### src/rtl/adc_spi_sampler.sv
// adc_spi_sampler: SPI master for an LTC2308-style 12-bit serial ADC.
// Each start sweeps channels 0..NUM_CH-1: CONVST pulse, conversion wait,
// 12-bit SDO read with the next channel's config word shifted out on SDI.
// The ADC applies a config word to the following conversion, so frame 0's
// result is dropped and frame f (f>=1) yields channel f-1.
// Optional feature macro: ADC_MAXTRACK_EN adds max_sample/max_ch tracking.
`timescale 1ns/1ps

module adc_spi_sampler #(
    parameter int unsigned CLK_DIV     = 2,
    parameter int unsigned CONV_CYCLES = 80,
    parameter int unsigned NUM_CH      = 2
) (
    input  logic        clk,
    input  logic        reset,
    input  logic        start,
    output logic        busy,
    output logic        adc_convst,
    output logic        adc_sck,
    output logic        adc_sdi,
    input  logic        adc_sdo,
    output logic [11:0] sample,
    output logic [2:0]  sample_ch,
    output logic        sample_valid,
    output logic        sweep_done
`ifdef ADC_MAXTRACK_EN
    ,
    output logic [11:0] max_sample,
    output logic [2:0]  max_ch
`endif
);

    localparam int unsigned CNT_MAX = (CONV_CYCLES > CLK_DIV) ? CONV_CYCLES : CLK_DIV;
    localparam int unsigned CNT_W   = $clog2(CNT_MAX + 1);
    localparam int unsigned F_W     = 4;

    typedef enum logic [2:0] {
        S_IDLE,
        S_CONV,
        S_WAIT,
        S_SHIFT,
        S_EMIT
    } state_t;

    state_t           state;
    logic [CNT_W-1:0] cnt;
    logic [F_W-1:0]   frame;
    logic [3:0]       bit_idx;
    logic [11:0]      shreg;

    logic [2:0]       cfg_ch;
    logic [5:0]       cfg;
    logic [3:0]       nxt_idx;
    logic             nxt_sdi;
    logic             half_end;
    logic             last_frame;
    logic             shift_done;

    // Config word of the current frame and per-bit helpers for the shifter
    always_comb begin
        cfg_ch     = (frame < F_W'(NUM_CH)) ? frame[2:0] : 3'd0;
        cfg        = {1'b1, cfg_ch[0], cfg_ch[2], cfg_ch[1], 1'b1, 1'b0};
        nxt_idx    = bit_idx + 4'd1;
        nxt_sdi    = (nxt_idx < 4'd6) ? cfg[3'(4'd5 - nxt_idx)] : 1'b0;
        half_end   = (cnt == CNT_W'(CLK_DIV - 1));
        last_frame = (frame == F_W'(NUM_CH));
        shift_done = (state == S_SHIFT) && half_end && adc_sck && (bit_idx == 4'd11);
    end

    // Sweep FSM with registered ADC pins, strobes and result registers
    always_ff @(posedge clk or posedge reset) begin
        if (reset) begin
            state        <= S_IDLE;
            cnt          <= '0;
            frame        <= '0;
            bit_idx      <= '0;
            shreg        <= '0;
            busy         <= 1'b0;
            adc_convst   <= 1'b0;
            adc_sck      <= 1'b0;
            adc_sdi      <= 1'b0;
            sample       <= '0;
            sample_ch    <= '0;
            sample_valid <= 1'b0;
            sweep_done   <= 1'b0;
        end else begin
            sample_valid <= 1'b0;
            sweep_done   <= 1'b0;
            case (state)
                S_IDLE: begin
                    if (start) begin
                        state      <= S_CONV;
                        frame      <= '0;
                        cnt        <= '0;
                        adc_convst <= 1'b1;
                        busy       <= 1'b1;
                    end
                end
                S_CONV: begin
                    if (cnt == CNT_W'(1)) begin
                        state      <= S_WAIT;
                        cnt        <= '0;
                        adc_convst <= 1'b0;
                    end else begin
                        cnt <= cnt + CNT_W'(1);
                    end
                end
                S_WAIT: begin
                    if (cnt == CNT_W'(CONV_CYCLES - 1)) begin
                        state   <= S_SHIFT;
                        cnt     <= '0;
                        bit_idx <= '0;
                        adc_sdi <= cfg[5];
                    end else begin
                        cnt <= cnt + CNT_W'(1);
                    end
                end
                S_SHIFT: begin
                    if (half_end) begin
                        cnt <= '0;
                        if (!adc_sck) begin
                            adc_sck <= 1'b1;
                            shreg   <= {shreg[10:0], adc_sdo};
                        end else begin
                            adc_sck <= 1'b0;
                            if (bit_idx == 4'd11) begin
                                state   <= S_EMIT;
                                adc_sdi <= 1'b0;
                                if (frame != '0) begin
                                    sample       <= shreg;
                                    sample_ch    <= 3'(frame - F_W'(1));
                                    sample_valid <= 1'b1;
                                end
                                sweep_done <= last_frame;
                            end else begin
                                bit_idx <= nxt_idx;
                                adc_sdi <= nxt_sdi;
                            end
                        end
                    end else begin
                        cnt <= cnt + CNT_W'(1);
                    end
                end
                S_EMIT: begin
                    if (last_frame) begin
                        state <= S_IDLE;
                        busy  <= 1'b0;
                    end else begin
                        state      <= S_CONV;
                        frame      <= frame + F_W'(1);
                        cnt        <= '0;
                        adc_convst <= 1'b1;
                    end
                end
                default: state <= S_IDLE;
            endcase
        end
    end

`ifdef ADC_MAXTRACK_EN
    logic [11:0] run_max;
    logic [2:0]  run_ch;
    logic [11:0] cand_max;
    logic [2:0]  cand_ch;

    // Strictly-greater replacement keeps the lowest channel on ties
    always_comb begin
        cand_max = run_max;
        cand_ch  = run_ch;
        if (shreg > run_max) begin
            cand_max = shreg;
            cand_ch  = 3'(frame - F_W'(1));
        end
    end

    // Running max per sweep, published on the sweep_done cycle
    always_ff @(posedge clk or posedge reset) begin
        if (reset) begin
            run_max    <= '0;
            run_ch     <= '0;
            max_sample <= '0;
            max_ch     <= '0;
        end else if (state == S_IDLE && start) begin
            run_max <= '0;
            run_ch  <= '0;
        end else if (shift_done && frame != '0) begin
            run_max <= cand_max;
            run_ch  <= cand_ch;
            if (last_frame) begin
                max_sample <= cand_max;
                max_ch     <= cand_ch;
            end
        end
    end
`endif

endmodule
### config.mk
export PLATFORM = sky130hd
export DESIGN_NAME = adc_spi_sampler
export DESIGN_NICKNAME = d
export VERILOG_FILES = /design/src/rtl/adc_spi_sampler.sv
export SDC_FILE = /design/constraint.sdc
export NUM_CORES = 1
export LEC_CHECK = 0
export BUFFER_PORTS_ARGS = -buffer_cell sky130_fd_sc_hd__buf_2
export CAP_MARGIN = 15
export CORE_ASPECT_RATIO = 1.2
export CORE_MARGIN = 10
export CORE_UTILIZATION = 35
export DETAILED_ROUTE_END_ITERATION = 12
export GPL_TIMING_DRIVEN = 0
export PLACE_DENSITY = 0.61
export SYNTH_ARGS = -nofsm -noshare
export SYNTH_HDL_FRONTEND = slang
export SYNTH_SLANG_ARGS = --single-unit
### constraint.sdc
create_clock -name clk -period 2.75 [get_ports clk]
set_clock_uncertainty 0.1 [all_clocks]
set_input_delay 0.55 -clock clk [delete_from_list [all_inputs] [get_ports clk]]
set_output_delay 0.55 -clock clk [all_outputs]
set_load 0.05 [all_outputs]
==> flow_summary.toml <==
[global_routing]
grt_first_pass_wirelength_um = 8690
grt_max_degree = 38
grt_use_total_pct = 8.97
grt_overflow = 0
grt_pass1_vias = 1846
antenna_found_initial = 0

[final_layout]
layout-drive-gt1-share_pct = 27.1
final_cells = 348
final_util_pct = 40.3
layout.nets = 267
n_antenna_cell = 0
area_growth_pct = 13.6
fill_cells = 687

[route]
avgViaCountPerCell = 5.26
via_count = 1830
drtAntennaViolNets = 0
firstDrtPassIters = 4
drt-initial-drc-count = 133
wl_per_cell_um = 14.8
drt-total-wl_um = 5140
drcViolationCount = 0

[worst_setup_path]
crit_required_ns = 2.84
slowest_delay_ns = 0.50
worst_setup_path_end_kind = "flip-flop"
crit_slowest_cell = "nor4b_4"
worstPathArrival_ns = 2.50
worst-setup-path-type = "reg -> reg"
startpoint_type = "flip-flop"
crit_fanout = 10
cp_top_family = "simple AND/OR/NAND/NOR gates"
crit_chain = "inv_1 -> ha_1 -> nor4b_4 -> nand4_4 -> a21oi_4 -> buf_12 -> mux2_4"
worstPathBufferInverterCount = 2

[placement]
dp_hpwl_um = 3640
io_buffers = 24
globalplace.congestion = 0.788
post-place-ws_ns = 0.347
dp.cells = 340

[power]
clockPowerShare_pct = 37.6
swShare_pct = 23.7
pwr-share-seq_pct = 60.7
p_sw_mw = 0.293
powerDensity_nw_per_um2 = 426
p_int_mw = 0.942
peakVddDrop_v = 0.000298
power_leakage_nw = 1.39
pwr-share-comb_pct = 1.7

[synthesis]
netlist.area_leader.share_pct = 50.0
synth.most_common_cell = "dfrtp_1"
synth_warnings = 0
synth_area_leaders = "dfrtp_1, mux2_2, mux2_4"
synth_edf_count = 0
synth_largest_area_cell = "dfrtp_1"
synth_common_cells = "dfrtp_1, inv_1, mux2_2, o21ai_0, nand2_1"
synth_cell_types = 49
synthArstFlopShare_pct = 100
syn_area_per_cell_um2 = 11.3
ys.flop_type = "dfrtp_1"
yosysSeqAreaShare_pct = 50.0
ys_ff_latch = 51
synth.cell_area_um2 = 2550
synth_fp_nets = 235
postSynthCellCount = 225

[timing]
holdWs_ns = 0.0826
setup_viol = 0
worstMarginPinSlew_ns = 0.732
fin_crit_sh_pct = 87.5
layout_setup_ws_ns = 0.344
period_minus_slack_ns = 2.41
setup_tns_ns = 0
report.final.slew_viol_count = 0
slew_headroom_pct = 51.1
rsz0062_at_grt = "no"
hold_violations = 0
max_freq_ghz = 0.416

[run_status]
status = "complete, no violations"

[floorplan]
fp.dieArea_um2 = 11100
coreArea_um2 = 7190
io_pins = 25
start_util_pct = 35.5
chipWidth_um = 97.9
fp-row-count = 34
die_y_um = 114

[clocking]
cts_tree = "yes"
cts-htree-levels = 2
cts_made_buffers = 5
cts-resized-gates = 0
ctsHoldBuffers = 0
cts-root-buf = "clkbuf_8"
cts_setup_buffers = 0
clkTransAtPathRegs_ns = 0.10
clock_latency_ns = 0.31
numClockSinks = 51
ctsLongestPathBuffers = 2

[job]
cap_violations = 0

[hold_path]
hp-class = "in -> async"
## kinds of logic after synthesis
logic type      share of synthesized area (%)
simple gates                             15.0
flops                                    50.0
compound gates                           12.9
mux                                      13.4
buf+inv                                  4.71
fa+ha+maj                                2.94
xor+xnor                                 1.03
## power groups by stage
stage          Clock [mW]  Sequential (mW)  Combinational (mW)
6_report            0.465            0.749              0.0212
5_1_grt             0.505            0.750              0.0248
4_1_cts             0.483            0.749              0.0231
3_5_place_dp            0            0.764              0.0232
3_3_place_gp            0            0.764              0.0189
2_1_floorplan           0            0.764              0.0115
## state kept, by name, summed over array words and instances, names as in the netlist
name / cells
sample: 12
shreg: 12
cnt: 7
bit_idx: 4
frame: 4
sample_ch: 3
state: 3
adc_convst: 1
adc_sck: 1
adc_sdi: 1
busy: 1
sample_valid: 1
sweep_done: 1
## cell type report
| class | instances | area (um2) | share of cell area (%) |
|---|---|---|---|
| clock buffers | 5 | 68.8 | 2.37 |
| clock inverters | 3 | 26.3 | 0.907 |
| inverters | 17 | 63.8 | 2.20 |
| well taps | 90 | 113 | 3.89 |
| repair buffers | 25 | 140 | 4.84 |
| flip-flops and latches | 51 | 1280 | 44.0 |
| multi-input cells | 149 | 1150 | 39.8 |
| plain buffers | 8 | 56.3 | 1.94 |
## metrics by stage
step                      total power [mW]  area, um2
after global routing                  1.28       2900
after CTS                             1.26       2900
after floorplan                      0.776       2550
after global placement               0.783       2780
final                                 1.24       2900
after detailed placement             0.787       2800
## metal layers
layer | vias to the layer above | GRT usage, % | part of all wire, %
met3 | 8 | 3.21 | 5.8
met1 | 892 | 11.2 | 46
met2 | 40 | 14.5 | 47
met5 | - | 0 | 0
met4 | 0 | 2.04 | 0.93
li1 | 890 | - | -
## worst paths after layout
kind	endpoint	depth (start not counted)	slack (ns)	from
max in group asynchronous	shreg[8]	3	1.96	reset
min	shreg[0]	2	0.08	reset
max reg2reg	sample[10]	7	0.34	cnt[1]
min reg2reg	sample[4]	1	0.41	sample[4]
max	sample[10]	7	0.34	cnt[1]
min in group clk	shreg[0]	2	0.36	adc_sdo
## worst register-to-register path: stages, from the launching register on
cell     delay [ns]
dfrtp_1        0.41
inv_1          0.08
ha_1           0.15
nor4b_4        0.50
nand4_4        0.25
a21oi_4        0.31
buf_12         0.19
mux2_4         0.30
## cells in the final DEF, fill, tap and decap left out, types with 3 or more instances in the layout
cell      count
clkbuf_1      4
nor3b_1       3
nand4_1       3
and3_1        3
ha_1          6
mux2_2       17
nand3_1      12
a21oi_1       7
nand2_1      14
nor3_1        4
a31oi_1       4
mux2_4        8
o221ai_1      3
clkbuf_8      5
dfrtp_1      51
nor2_1        8
mux2i_1       3
o22ai_1       4
buf_2        26
o21ai_0      15
inv_1        16
Note: power is estimated with default switching activity, not from simulation.
